[src/rtl/tlc_lamp_driver.sv]
`timescale 1ns/1ps
// tlc_lamp_driver: filters the controller state code, decodes it onto the
// three lamps, blinks yellow for BLANK, and latches a flashing-red fault on
// illegal codes until it is cleared. Also counts accepted state changes.
module tlc_lamp_driver #(
    parameter int unsigned BLINK_HALF    = 8,
    parameter int unsigned STABLE_CYCLES = 2,
    parameter int unsigned CNT_W         = 16
) (
    input  logic             pclk,
    input  logic             prst,
    input  logic [2:0]       state,
    input  logic             fault_clr,
    output logic             lamp_red,
    output logic             lamp_yellow,
    output logic             lamp_green,
    output logic             fault,
    output logic [CNT_W-1:0] change_cnt
);

    typedef enum logic [2:0] {
        ST_OFF    = 3'b000,
        ST_BLANK  = 3'b001,
        ST_RED    = 3'b010,
        ST_YELLOW = 3'b011,
        ST_GREEN  = 3'b100,
        ST_ILL5   = 3'b101,
        ST_ILL6   = 3'b110,
        ST_ILL7   = 3'b111
    } code_e;

    localparam int unsigned STAB_W  = $clog2(STABLE_CYCLES + 1);
    localparam int unsigned BLINK_W = (BLINK_HALF > 1) ? $clog2(BLINK_HALF) : 1;

    code_e              acc_q, acc_d;
    code_e              cand_q, cand_d;
    logic [STAB_W-1:0]  stab_q, stab_d;
    logic [BLINK_W-1:0] blink_q, blink_d;
    logic               phase_q, phase_d;
    logic               fault_q, fault_d;
    logic [CNT_W-1:0]   cnt_q, cnt_d;
    logic               red_q, red_d;
    logic               yel_q, yel_d;
    logic               grn_q, grn_d;

    code_e samp;
    logic  accept;
    logic  acc_chg;

    function automatic logic is_illegal(input code_e c);
        return c[2] & (c[1] | c[0]);
    endfunction

    // State register: all state resets asynchronously to the RED/lamp-on values.
    always_ff @(posedge pclk or posedge prst) begin
        if (prst) begin
            acc_q   <= ST_RED;
            cand_q  <= ST_RED;
            stab_q  <= '0;
            blink_q <= '0;
            phase_q <= 1'b1;
            fault_q <= 1'b0;
            cnt_q   <= '0;
            red_q   <= 1'b1;
            yel_q   <= 1'b0;
            grn_q   <= 1'b0;
        end else begin
            acc_q   <= acc_d;
            cand_q  <= cand_d;
            stab_q  <= stab_d;
            blink_q <= blink_d;
            phase_q <= phase_d;
            fault_q <= fault_d;
            cnt_q   <= cnt_d;
            red_q   <= red_d;
            yel_q   <= yel_d;
            grn_q   <= grn_d;
        end
    end

    // Next-state: glitch filter, blink generator, fault latch, counter and lamp decode.
    always_comb begin
        samp    = code_e'(state);
        cand_d  = samp;
        acc_d   = acc_q;
        stab_d  = STAB_W'(1);
        blink_d = blink_q;
        phase_d = phase_q;
        fault_d = fault_q;
        cnt_d   = cnt_q;
        red_d   = 1'b0;
        yel_d   = 1'b0;
        grn_d   = 1'b0;

        // Run length includes the current sample and saturates once accepted.
        if (samp == cand_q) begin
            if (stab_q != STAB_W'(STABLE_CYCLES)) begin
                stab_d = stab_q + STAB_W'(1);
            end else begin
                stab_d = stab_q;
            end
        end
        accept  = (stab_d == STAB_W'(STABLE_CYCLES));
        acc_chg = accept && (samp != acc_q);

        if (acc_chg) begin
            acc_d = samp;
            cnt_d = cnt_q + CNT_W'(1);
        end

        // Any acc change (which covers a fault being raised) restarts on-phase.
        if (acc_chg) begin
            blink_d = '0;
            phase_d = 1'b1;
        end else if (blink_q == BLINK_W'(BLINK_HALF - 1)) begin
            blink_d = '0;
            phase_d = ~phase_q;
        end else begin
            blink_d = blink_q + BLINK_W'(1);
        end

        // Set has priority; a clear only takes while the held code is legal.
        if (acc_chg && is_illegal(samp)) begin
            fault_d = 1'b1;
        end else if (fault_clr && !is_illegal(acc_q)) begin
            fault_d = 1'b0;
        end

        // Lamps decode from next-state values so they move on the same edge as acc.
        if (fault_d) begin
            red_d = phase_d;
        end else begin
            unique case (acc_d)
                ST_BLANK:  yel_d = phase_d;
                ST_RED:    red_d = 1'b1;
                ST_YELLOW: yel_d = 1'b1;
                ST_GREEN:  grn_d = 1'b1;
                default:   ;
            endcase
        end
    end

    assign lamp_red    = red_q;
    assign lamp_yellow = yel_q;
    assign lamp_green  = grn_q;
    assign fault       = fault_q;
    assign change_cnt  = cnt_q;

endmodule

[config.mk]
export PLATFORM = sky130hd
export DESIGN_NAME = tlc_lamp_driver
export DESIGN_NICKNAME = d
export VERILOG_FILES = /design/src/rtl/tlc_lamp_driver.sv
export SDC_FILE = /design/constraint.sdc
export NUM_CORES = 1
export LEC_CHECK = 0
export CAP_MARGIN = 20
export CORE_MARGIN = 4
export CORE_UTILIZATION = 40
export DETAILED_ROUTE_END_ITERATION = 8
export PLACE_DENSITY_LB_ADDON = 0.25
export SYNTH_ARGS = -nofsm -noshare
export SYNTH_HDL_FRONTEND = slang
export SYNTH_SLANG_ARGS = --single-unit
[constraint.sdc]
create_clock -name pclk -period 3.7 [get_ports pclk]
set_input_delay 0.37 -clock pclk [delete_from_list [all_inputs] [get_ports pclk]]
set_output_delay 0.37 -clock pclk [all_outputs]
set_load 0.02 [all_outputs]
==> results.yml <==
floorplanning:
  floorplan.rows: 21
  chipHeight_um: 69.2
  fp.dieW_um: 69.2
  initial_core_util_pct: 43.2
  floorplan_die_area_um2: 4790
  core_area_um2: 3470
  num_io_pins: 26
status:
  outcome: "completed"
placed_design:
  dp_hpwl_um: 2080
  placement.io_buffers: 25
  finalWeightedCongestion: 0.740
  post_dp_cell_area_um2: 1800
  dp_worst_setup_slack_ns: 1.32
yosys:
  synthDistinctLibCells: 33
  syn_nets: 135
  seq_area_frac_synth_pct: 53.8
  avgSynthCellArea_um2: 12.0
  yosys-top-cells-area: "sky130_fd_sc_hd__dfrtp_1 (47%), sky130_fd_sc_hd__xor2_1 (7.6%), sky130_fd_sc_hd__dfstp_2 (7.0%)"
  ys_ff_latch: 32
  synth-warning-count: 0
  post-synth-top-area-cell: "sky130_fd_sc_hd__dfrtp_1"
  synthesis.instances: 125
  synth_top_area_share_pct: 46.8
  synthesis.area_um2: 1500
global_route:
  maximum_number_of_pins_on_one_net_before_global_route_repair: 33
  global_route_wire_length_before_repair_um: 4850
  grt.overflow.total: 0
  antenna_found_initial: 0
  first_global_vias: 1109
  grt_use_total_pct: 12.7
sta:
  summed_negative_setup_slack_over_all_endpoints_ns: 0
  max_clock_freq_mhz: 486
  finalCriticalPeriod_ns: 2.06
  report.final.setup_viol: 0
  max-slew-margin-rel_pct: 72.9
  hold_viol: 0
  final_max_slew_viol_count: 0
  final_critical_path_share_of_the_clock_period_pct: 55.6
  transition_time_at_the_pin_with_the_least_slew_margin_ns: 0.403
  fin_ws_ns: 1.64
  grt_setup_unrepaired: "false"
  skew_ns: 0.00325
clock_tree:
  htreeDepth: 2
  ctsLongestPathBuffers: 2
  clock_latency_of_the_later_clocked_register_in_the_worst_skew_pair_ns: 0.28
  cts.root.buffer_cell: "sky130_fd_sc_hd__clkbuf_8"
  clock_sinks: 32
  cts_post_setup_buffers_inserted: 0
  cts.hold.buffers_added: 0
  tritoncts.num_buffers: 5
  cts.clk_slew.worst_paths_ns: 0.06
  cts_tree: "done"
  ctsResizeCount: 0
drt:
  post-route-drc-count: 0
  detail_route.wirelength_um: 2810
  post_drt_via_cell_ratio: 5.12
  post_detailed_route_count_of_antenna_violating_nets: 0
  routedWlPerCell_um: 13.8
  dr.first_iter.drc_count: 23
  drt-pass1-iter-count: 4
  vias: 1040
pwr:
  power.ir.vdd_worst_uv: 292
  netSwitchingPower_mw: 0.373
  seq_power_share_pct: 44.2
  clock_power_share_pct: 23.9
  p_comb_share_pct: 32.0
  cellInternalPower_mw: 0.769
  powerDensity_nw_per_um2: 605
  totalPowerFinal_mw: 1.14
  netSwitchingFraction_pct: 32.6
  total_leakage_power_nw: 0.865
finish:
  syn_to_final_growth_pct: 25.9
  antenna_cells_inserted: 0
  n_fill_cell: 323
  final_layout_size_suffix_gt1_share_pct: 12.1
  final_nets: 166
  finalCoreUtilization_pct: 54.4
  final_design_area_no_fill_um2: 1890
run:
  timing.max_cap.violations: 0
worst_setup_path:
  worstSetupStartpointType: "input pin"
  critical-path-max-stage-delay_ns: 0.52
  worstPathRequired_ns: 3.87
  crit_family: "simple AND/OR/NAND/NOR gates"
  critical-path-slowest-cell: "sky130_fd_sc_hd__clkdlybuf4s50_1"
  critical_path_arrival_ns: 2.22
  path_class: "input pin to register"
  crit_path_cell_trace: "clkdlybuf4s50_1 > xnor2_1 > nand4_2 > nor2_1 > mux2_2"
  worstSetupEndpointType: "register"
  crit_fanout: 7
  worst-path-buf-inv: 1
worst_hold_path:
  hold_class: "register to register"
layout by cell type (no fill, tap or decap), types with 2 or more instances in the layout:
cell,synthesis,layout
sky130_fd_sc_hd__dfstp_2,4,4
sky130_fd_sc_hd__nand3_1,10,10
sky130_fd_sc_hd__mux2_2,2,2
sky130_fd_sc_hd__nand2_1,5,5
sky130_fd_sc_hd__clkbuf_8,1,6
sky130_fd_sc_hd__clkbuf_1,1,2
sky130_fd_sc_hd__clkdlybuf4s50_1,0,25
sky130_fd_sc_hd__nor2b_1,3,3
sky130_fd_sc_hd__mux2i_1,4,4
sky130_fd_sc_hd__xor2_1,13,13
sky130_fd_sc_hd__and4_1,2,2
sky130_fd_sc_hd__ha_1,4,4
sky130_fd_sc_hd__nor3_1,4,4
sky130_fd_sc_hd__inv_1,7,7
sky130_fd_sc_hd__nor3b_1,2,2
sky130_fd_sc_hd__dfrtp_1,28,28
sky130_fd_sc_hd__nor2_1,2,2
sky130_fd_sc_hd__nor4_1,7,7
sky130_fd_sc_hd__nand4_1,2,2
sky130_fd_sc_hd__and4b_1,2,2
sky130_fd_sc_hd__xnor2_1,9,9
state kept, by name (all words and copies together), names as in the netlist:
| name | cells |
|---|---|
| change_cnt | 16 |
| fault | 1 |
| phase_q | 1 |
| lamp_red | 1 |
| lamp_yellow | 1 |
| blink_q | 3 |
| lamp_green | 1 |
| cand_q | 3 |
| stab_q | 2 |
| acc_q | 3 |
metrics by stage:
step | hold WS (ns) | std cells
final | 0.440 | 203
after global placement | 0.429 | 195
after CTS | 0.447 | 203
after global routing | 0.469 | 203
after detailed placement | 0.439 | 195
after floorplan | 0.374 | 125
Yosys cell counts:
cell type,count
sky130_fd_sc_hd__a2111oi_2,1
sky130_fd_sc_hd__a21boi_0,1
sky130_fd_sc_hd__a32o_1,1
sky130_fd_sc_hd__and2_1,1
sky130_fd_sc_hd__and3_1,1
sky130_fd_sc_hd__and3_2,1
sky130_fd_sc_hd__and4_1,2
sky130_fd_sc_hd__and4_4,1
sky130_fd_sc_hd__and4b_1,2
sky130_fd_sc_hd__clkbuf_1,1
sky130_fd_sc_hd__clkbuf_8,1
sky130_fd_sc_hd__dfrtp_1,28
sky130_fd_sc_hd__dfstp_2,4
sky130_fd_sc_hd__ha_1,4
sky130_fd_sc_hd__inv_1,7
sky130_fd_sc_hd__mux2_2,2
sky130_fd_sc_hd__mux2i_1,4
sky130_fd_sc_hd__nand2_1,5
sky130_fd_sc_hd__nand3_1,10
sky130_fd_sc_hd__nand4_1,2
sky130_fd_sc_hd__nand4_2,1
sky130_fd_sc_hd__nor2_1,2
sky130_fd_sc_hd__nor2b_1,3
sky130_fd_sc_hd__nor3_1,4
sky130_fd_sc_hd__nor3b_1,2
sky130_fd_sc_hd__nor4_1,7
sky130_fd_sc_hd__nor4b_1,1
sky130_fd_sc_hd__nor4b_2,1
sky130_fd_sc_hd__o21a_1,1
sky130_fd_sc_hd__o21ai_0,1
sky130_fd_sc_hd__or2_2,1
sky130_fd_sc_hd__xnor2_1,9
sky130_fd_sc_hd__xor2_1,13
worst register-to-register path, delay by kind of cell (launching register included):
kind / cells / cell delay (ns)
flip-flops: 1 / 0.32
AND/OR/NAND/NOR: 3 / 0.91
adder cells (fa/ha/maj): 1 / 0.29
buffers and inverters: 1 / 0.04
multiplexers: 1 / 0.37
power groups by stage:
stage               sequential, mW  combinational [mW]  clock [mW]
global placement             0.508               0.365           0
CTS                          0.505               0.373       0.284
detailed placement           0.510               0.371           0
global route                 0.517               0.404       0.295
floorplan                    0.550               0.196           0
finish                       0.504               0.365       0.272
final timing paths:
| path | depth (start not counted) | start | endpoint | slack [ns] |
|---|---|---|---|---|
| min reg2reg | 1 | blink_q[0] | blink_q[0] | 0.44 |
| min in group asynchronous | 3 | prst | change_cnt[4] | 0.47 |
| max | 5 | state[0] | change_cnt[1] | 1.64 |
| max reg2reg | 6 | stab_q[1] | change_cnt[1] | 1.65 |
| min | 1 | blink_q[0] | blink_q[0] | 0.44 |
| max in group asynchronous | 3 | prst | cand_q[1] | 2.91 |
metal layers:
metal | wire [µm] | track usage [%] | part of all wire (%) | up-vias
met5 | 0 | 0 | 0 | -
met4 | 53 | 5.21 | 1.9 | 0
met3 | 144 | 5.07 | 5.1 | 6
met2 | 1360 | 21.8 | 48 | 23
met1 | 1250 | 13.9 | 44 | 508
li1 | - | - | - | 503
kinds of logic (layout without fill, tap and decap cells):
kind of cell,Yosys count,in the layout,synth area share (%)
AO/OA/AOI/OAI,5,5,3.01
XOR/XNOR,22,22,12.9
multiplexers,6,6,4.18
AND/OR/NAND/NOR,47,47,19.9
adder cells (fa/ha/maj),4,4,3.34
buffers and inverters,9,41,2.92
flip-flops,32,32,53.8
final cells by class:
class | count | area [µm²] | area share, %
Multi-Input combinational cell | 84 | 648 | 34.4
Tap cell | 46 | 57.6 | 3.05
Inverter | 7 | 26.3 | 1.39
Sequential cell | 32 | 806 | 42.7
Clock buffer | 8 | 90.1 | 4.78
Timing Repair Buffer | 26 | 258 | 13.7
Note: power is estimated with default switching activity, not from simulation.
==> edit 1: new RTL, same settings <==
Put one more register stage on the output `lamp_green`, without a reset. The value now appears one clock later. The other outputs are not delayed to match.
--- a/src/rtl/tlc_lamp_driver.sv
+++ b/src/rtl/tlc_lamp_driver.sv
@@ -144,3 +144,5 @@
     assign lamp_yellow = yel_q;
-    assign lamp_green  = grn_q;
+    always_ff @(posedge pclk) begin
+        lamp_green <= grn_q;
+    end
     assign fault       = fault_q;
Formal check against the unedited RTL: not equivalent (a bounded check fails within 4 cycles, from zero or initial values and one cycle with prst high).
==> edit 1 against the unedited design <==
  * Combinational power hardly changed
  * Setup slack got worse by 0.044 ns
  * Power increased by 7.5%
  * Via count rose by 1.6%
  * Die area up 1.2%
  * First-iteration DRC count is 4.3% lower
  * Cell area increased by 2.6%
  * Synthesized area up 1.3%
  * Routed wire length increased by 1.6%
  * Sequential share of layout area about the same
  * Clock skew up 0.0026 ns
  * Sequential cell count grew 1
  * Critical path type unchanged
  * Largest power group unchanged
==> edit 1: results <==
min_path:
  min_from: "grn_q$_DFF_PP0_"
  holdPathEnd: "lamp_green$_DFF_P_"
  hold_depth: 0
yosys:
  syn_inst: 126
  yosysSeqAreaShare_pct: 54.4
  ys_types: 34
  syn_nets: 136
  async_reset_ff_share_pct: 97.0
  synth.area.top_cells: "dfrtp_1 46%, xor2_1 7.5%, dfstp_2 6.9%"
  yosysWarnings: 0
routing:
  route.met2.wl_mm: 1.45
  wl_met3_microns: 157
  drtIter0Drc: 22
  viasPerCell: 5.13
global_routing:
  antenna_found_initial: 0
  grt_util_all_layers_pct: 13.7
  met2_usage_pct: 23.9
  grt_pass1_wl_mm: 5.22
  grt_pass1_vias: 1151
  met3_usage_pct: 5.22
run_status:
  outcome: "finished, final reports clean"
placed_design:
  pre_cts_ws_ns: 1.29
  placed_cells: 198
  gp_congestion: 0.795
worst_setup_path:
  r2r_slack_ns: 1.63
  r2r_start: "stab_q[0]$_DFF_PP0_"
  cp-startpoint: "state[1]"
power_and_ir_drop:
  clk-power_mw: 0.340
  pwr-share-comb_pct: 29.8
  p_leak_nw: 0.886
  p_sw_mw: 0.375
  vdd_ir_drop_max_uv: 343
finish:
  fillers: 348
  final_layout_size_suffix_gt1_share_pct: 12.7
  nets: 167
  fin_util_pct: 52.8
  syn2layout_area_growth_pct: 27.5
sta:
  worst_slack_ns: 1.60
  hold_ws_ns: 0.345
  skew_ns: 0.00589
  worst_slew_pin_slew_ns: 0.624
[edit 1: changes by cell type after synthesis, sizes merged]
cell	change
dfxtp	+1
[edit 1: critical path, delay by kind of cell]
kind          cells  cell delay [ns]
buf+inv           1             0.53
xor+xnor          1             0.33
simple gates      2             0.66
mux               1             0.38
[edit 1: layout make-up]
cell class / instances / area share (%)
clock buffer: 7 / 4.46
inverter: 7 / 1.36
tap: 48 / 3.10
sequential: 33 / 42.7
timing repair buffer: 26 / 13.3
multi-input combinational: 84 / 33.5
clock inverter: 1 / 1.55
[edit 1: kinds of logic after synthesis]
family                     synth area share [%]
adders and majority gates                  3.30
DFF                                        54.4
xor gates and xnor gates                   12.7
AOI/OAI and AO/OA                          2.97
buffers and inverters                      2.89
muxes                                      4.12
and+or+nand+nor                            19.6
==> edit 2: new RTL, config.mk and constraints unchanged <==
Without the edit above. Change the parameter `BLINK_HALF` from 8 to 16.
--- a/src/rtl/tlc_lamp_driver.sv
+++ b/src/rtl/tlc_lamp_driver.sv
@@ -5,3 +5,3 @@
 module tlc_lamp_driver #(
-    parameter int unsigned BLINK_HALF    = 8,
+    parameter int unsigned BLINK_HALF    = 16,
     parameter int unsigned STABLE_CYCLES = 2,
Function: no difference found for any inputs over 10 cycles, from zero or initial values and one cycle with prst high; that may be too few to reach the edited logic, so the function may still have changed.
==> edit 2 against the unedited design <==
  * Synthesized area did not move
  * Highest routed layer unchanged
  * Global-route usage is essentially flat
  * Critical endpoint is now change_cnt[1]$_DFFE_PP0N_
  * First-iteration DRC count is 8.7% higher
  * Combinational power fell by 5%
  * Power shrank 1.3%
  * Via count decreased by 3.4%
  * Cell area barely moved
  * Sequential share of layout area up 1.4 points
  * Sequential cell count increased by 1
  * Setup slack lost 0.25 ns
  * Routed wire length shrank 3.7%
  * Non-clock buffer count unchanged
==> edit 2: results <==
job:
  cap_violations: 0
finish:
  final_area_sq_mm: 0.00188
  final_layout_size_suffix_gt1_share_pct: 13.5
  fillers: 322
  largest_reg_flops: 16
  nets: 163
yosys:
  synthTopCellsByCount: "29 x dfrtp_1, 18 x xnor2_1, 9 x nand3_1"
  yosysWarnings: 0
  syn_nets: 132
  synth.area.top_cells: "dfrtp_1 48%, xnor2_1 11%, dfstp_2 7.0%"
  ys_types: 34
  yosysSeqAreaShare_pct: 55.5
  synth_top_cell_by_area: "dfrtp_1"
worst_setup_path:
  r2r_slack_ns: 1.40
  cp-startpoint: "stab_q[0]$_DFF_PP0_"
  crit_slowest_cell: "nor2_1"
  rr_endpoint: "change_cnt[1]$_DFFE_PP0N_"
  crit_family: "simple AND/OR/NAND/NOR gates"
  r2r_cells: 6
  arrival_ns: 2.47
  cp_max_fo: 12
  worst_path_largest_cell_delay_ns: 0.63
routing:
  wl_met3_microns: 156
  drtIter0Drc: 25
  maxUsedRoutingLayer: "met4"
  route.met2.wl_mm: 1.31
  drt-total-wl_mm: 2.70
  met1_length_mm: 1.17
  viasPerCell: 5.00
placed_design:
  dp_hpwl_mm: 1.97
  post_dp_cell_area_sq_mm: 0.00180
  gp_congestion: 0.817
global_routing:
  grt_pass1_vias: 1007
  grt_pass1_wl_mm: 4.75
  met3_usage_pct: 6.52
  grt_util_all_layers_pct: 12.7
  grt_use_met1_pct: 14.5
  grt_max_degree: 34
  met2_usage_pct: 19.8
clock_tree:
  cts_setup_buffers: 0
  cts_root_buf: "clkbuf_8"
  insertion_delay_ns: 0.29
sta:
  skew_ns: 0.00293
  slew_headroom_pct: 52.2
  hold_ws_ns: 0.458
power_and_ir_drop:
  p_leak_nw: 0.795
  vdd_ir_drop_max_uv: 315
run_status:
  outcome: "finished, final reports clean"
min_path:
  worst_hold_path_type: "in -> async"
[edit 2: cell count changes in the layout (fill, tap and decap cells not counted), sizes merged, moves of 3 or more]
| cell | change |
|---|---|
| mux2i | -3 |
| xnor2 | +9 |
| nand4 | +3 |
| and2 | +3 |
| nor4 | -6 |
| nor3 | -3 |
| xor2 | -8 |
| o21ai | +3 |
| and3 | +3 |
[edit 2: how the worst max path moves through the flow]
| stage | end | slack (ns) |
|---|---|---|
| finish | change_cnt[1]$_DFFE_PP0N_ | 1.40 |
| global route | change_cnt[1]$_DFFE_PP0N_ | 1.12 |
| floorplan | change_cnt[4]$_DFFE_PP0N_ | 1.96 |
| detailed placement | change_cnt[1]$_DFFE_PP0N_ | 1.10 |
| global placement | change_cnt[1]$_DFFE_PP0N_ | 1.18 |
| CTS | change_cnt[1]$_DFFE_PP0N_ | 1.38 |
[edit 2: report_power, final]
part | switching [mW] | internal (mW)
Combinational | 0.181 | 0.165
Sequential | 0.0709 | 0.454
Clock | 0.126 | 0.130
[edit 2: cells by family after synthesis]
group / Yosys count / synth area share [%]
buffers and inverters: 7 / 2.01
AOI/OAI and AO/OA: 9 / 3.93
DFF: 33 / 55.5
xor gates and xnor gates: 23 / 13.5
muxes: 4 / 2.92
adders and majority gates: 3 / 2.51
and+or+nand+nor: 44 / 19.7
[edit 2: area by class of cell]
cell class	instances	share of cell area, %
clock buffer	6	3.85
timing repair buffer	26	13.7
inverter	5	0.996
multi-input combinational	83	33.8
tap	46	3.05
sequential	33	44.1
clock inverter	2	0.531
[edit 2: per-stage QoR]
step,setup slack (ns),cells,total power [mW]
3_3_place_gp,1.18,193,0.870
3_5_place_dp,1.10,193,0.883
4_1_cts,1.38,201,1.15
5_1_grt,1.12,201,1.20
2_1_floorplan,1.96,123,0.748
6_report,1.40,201,1.13
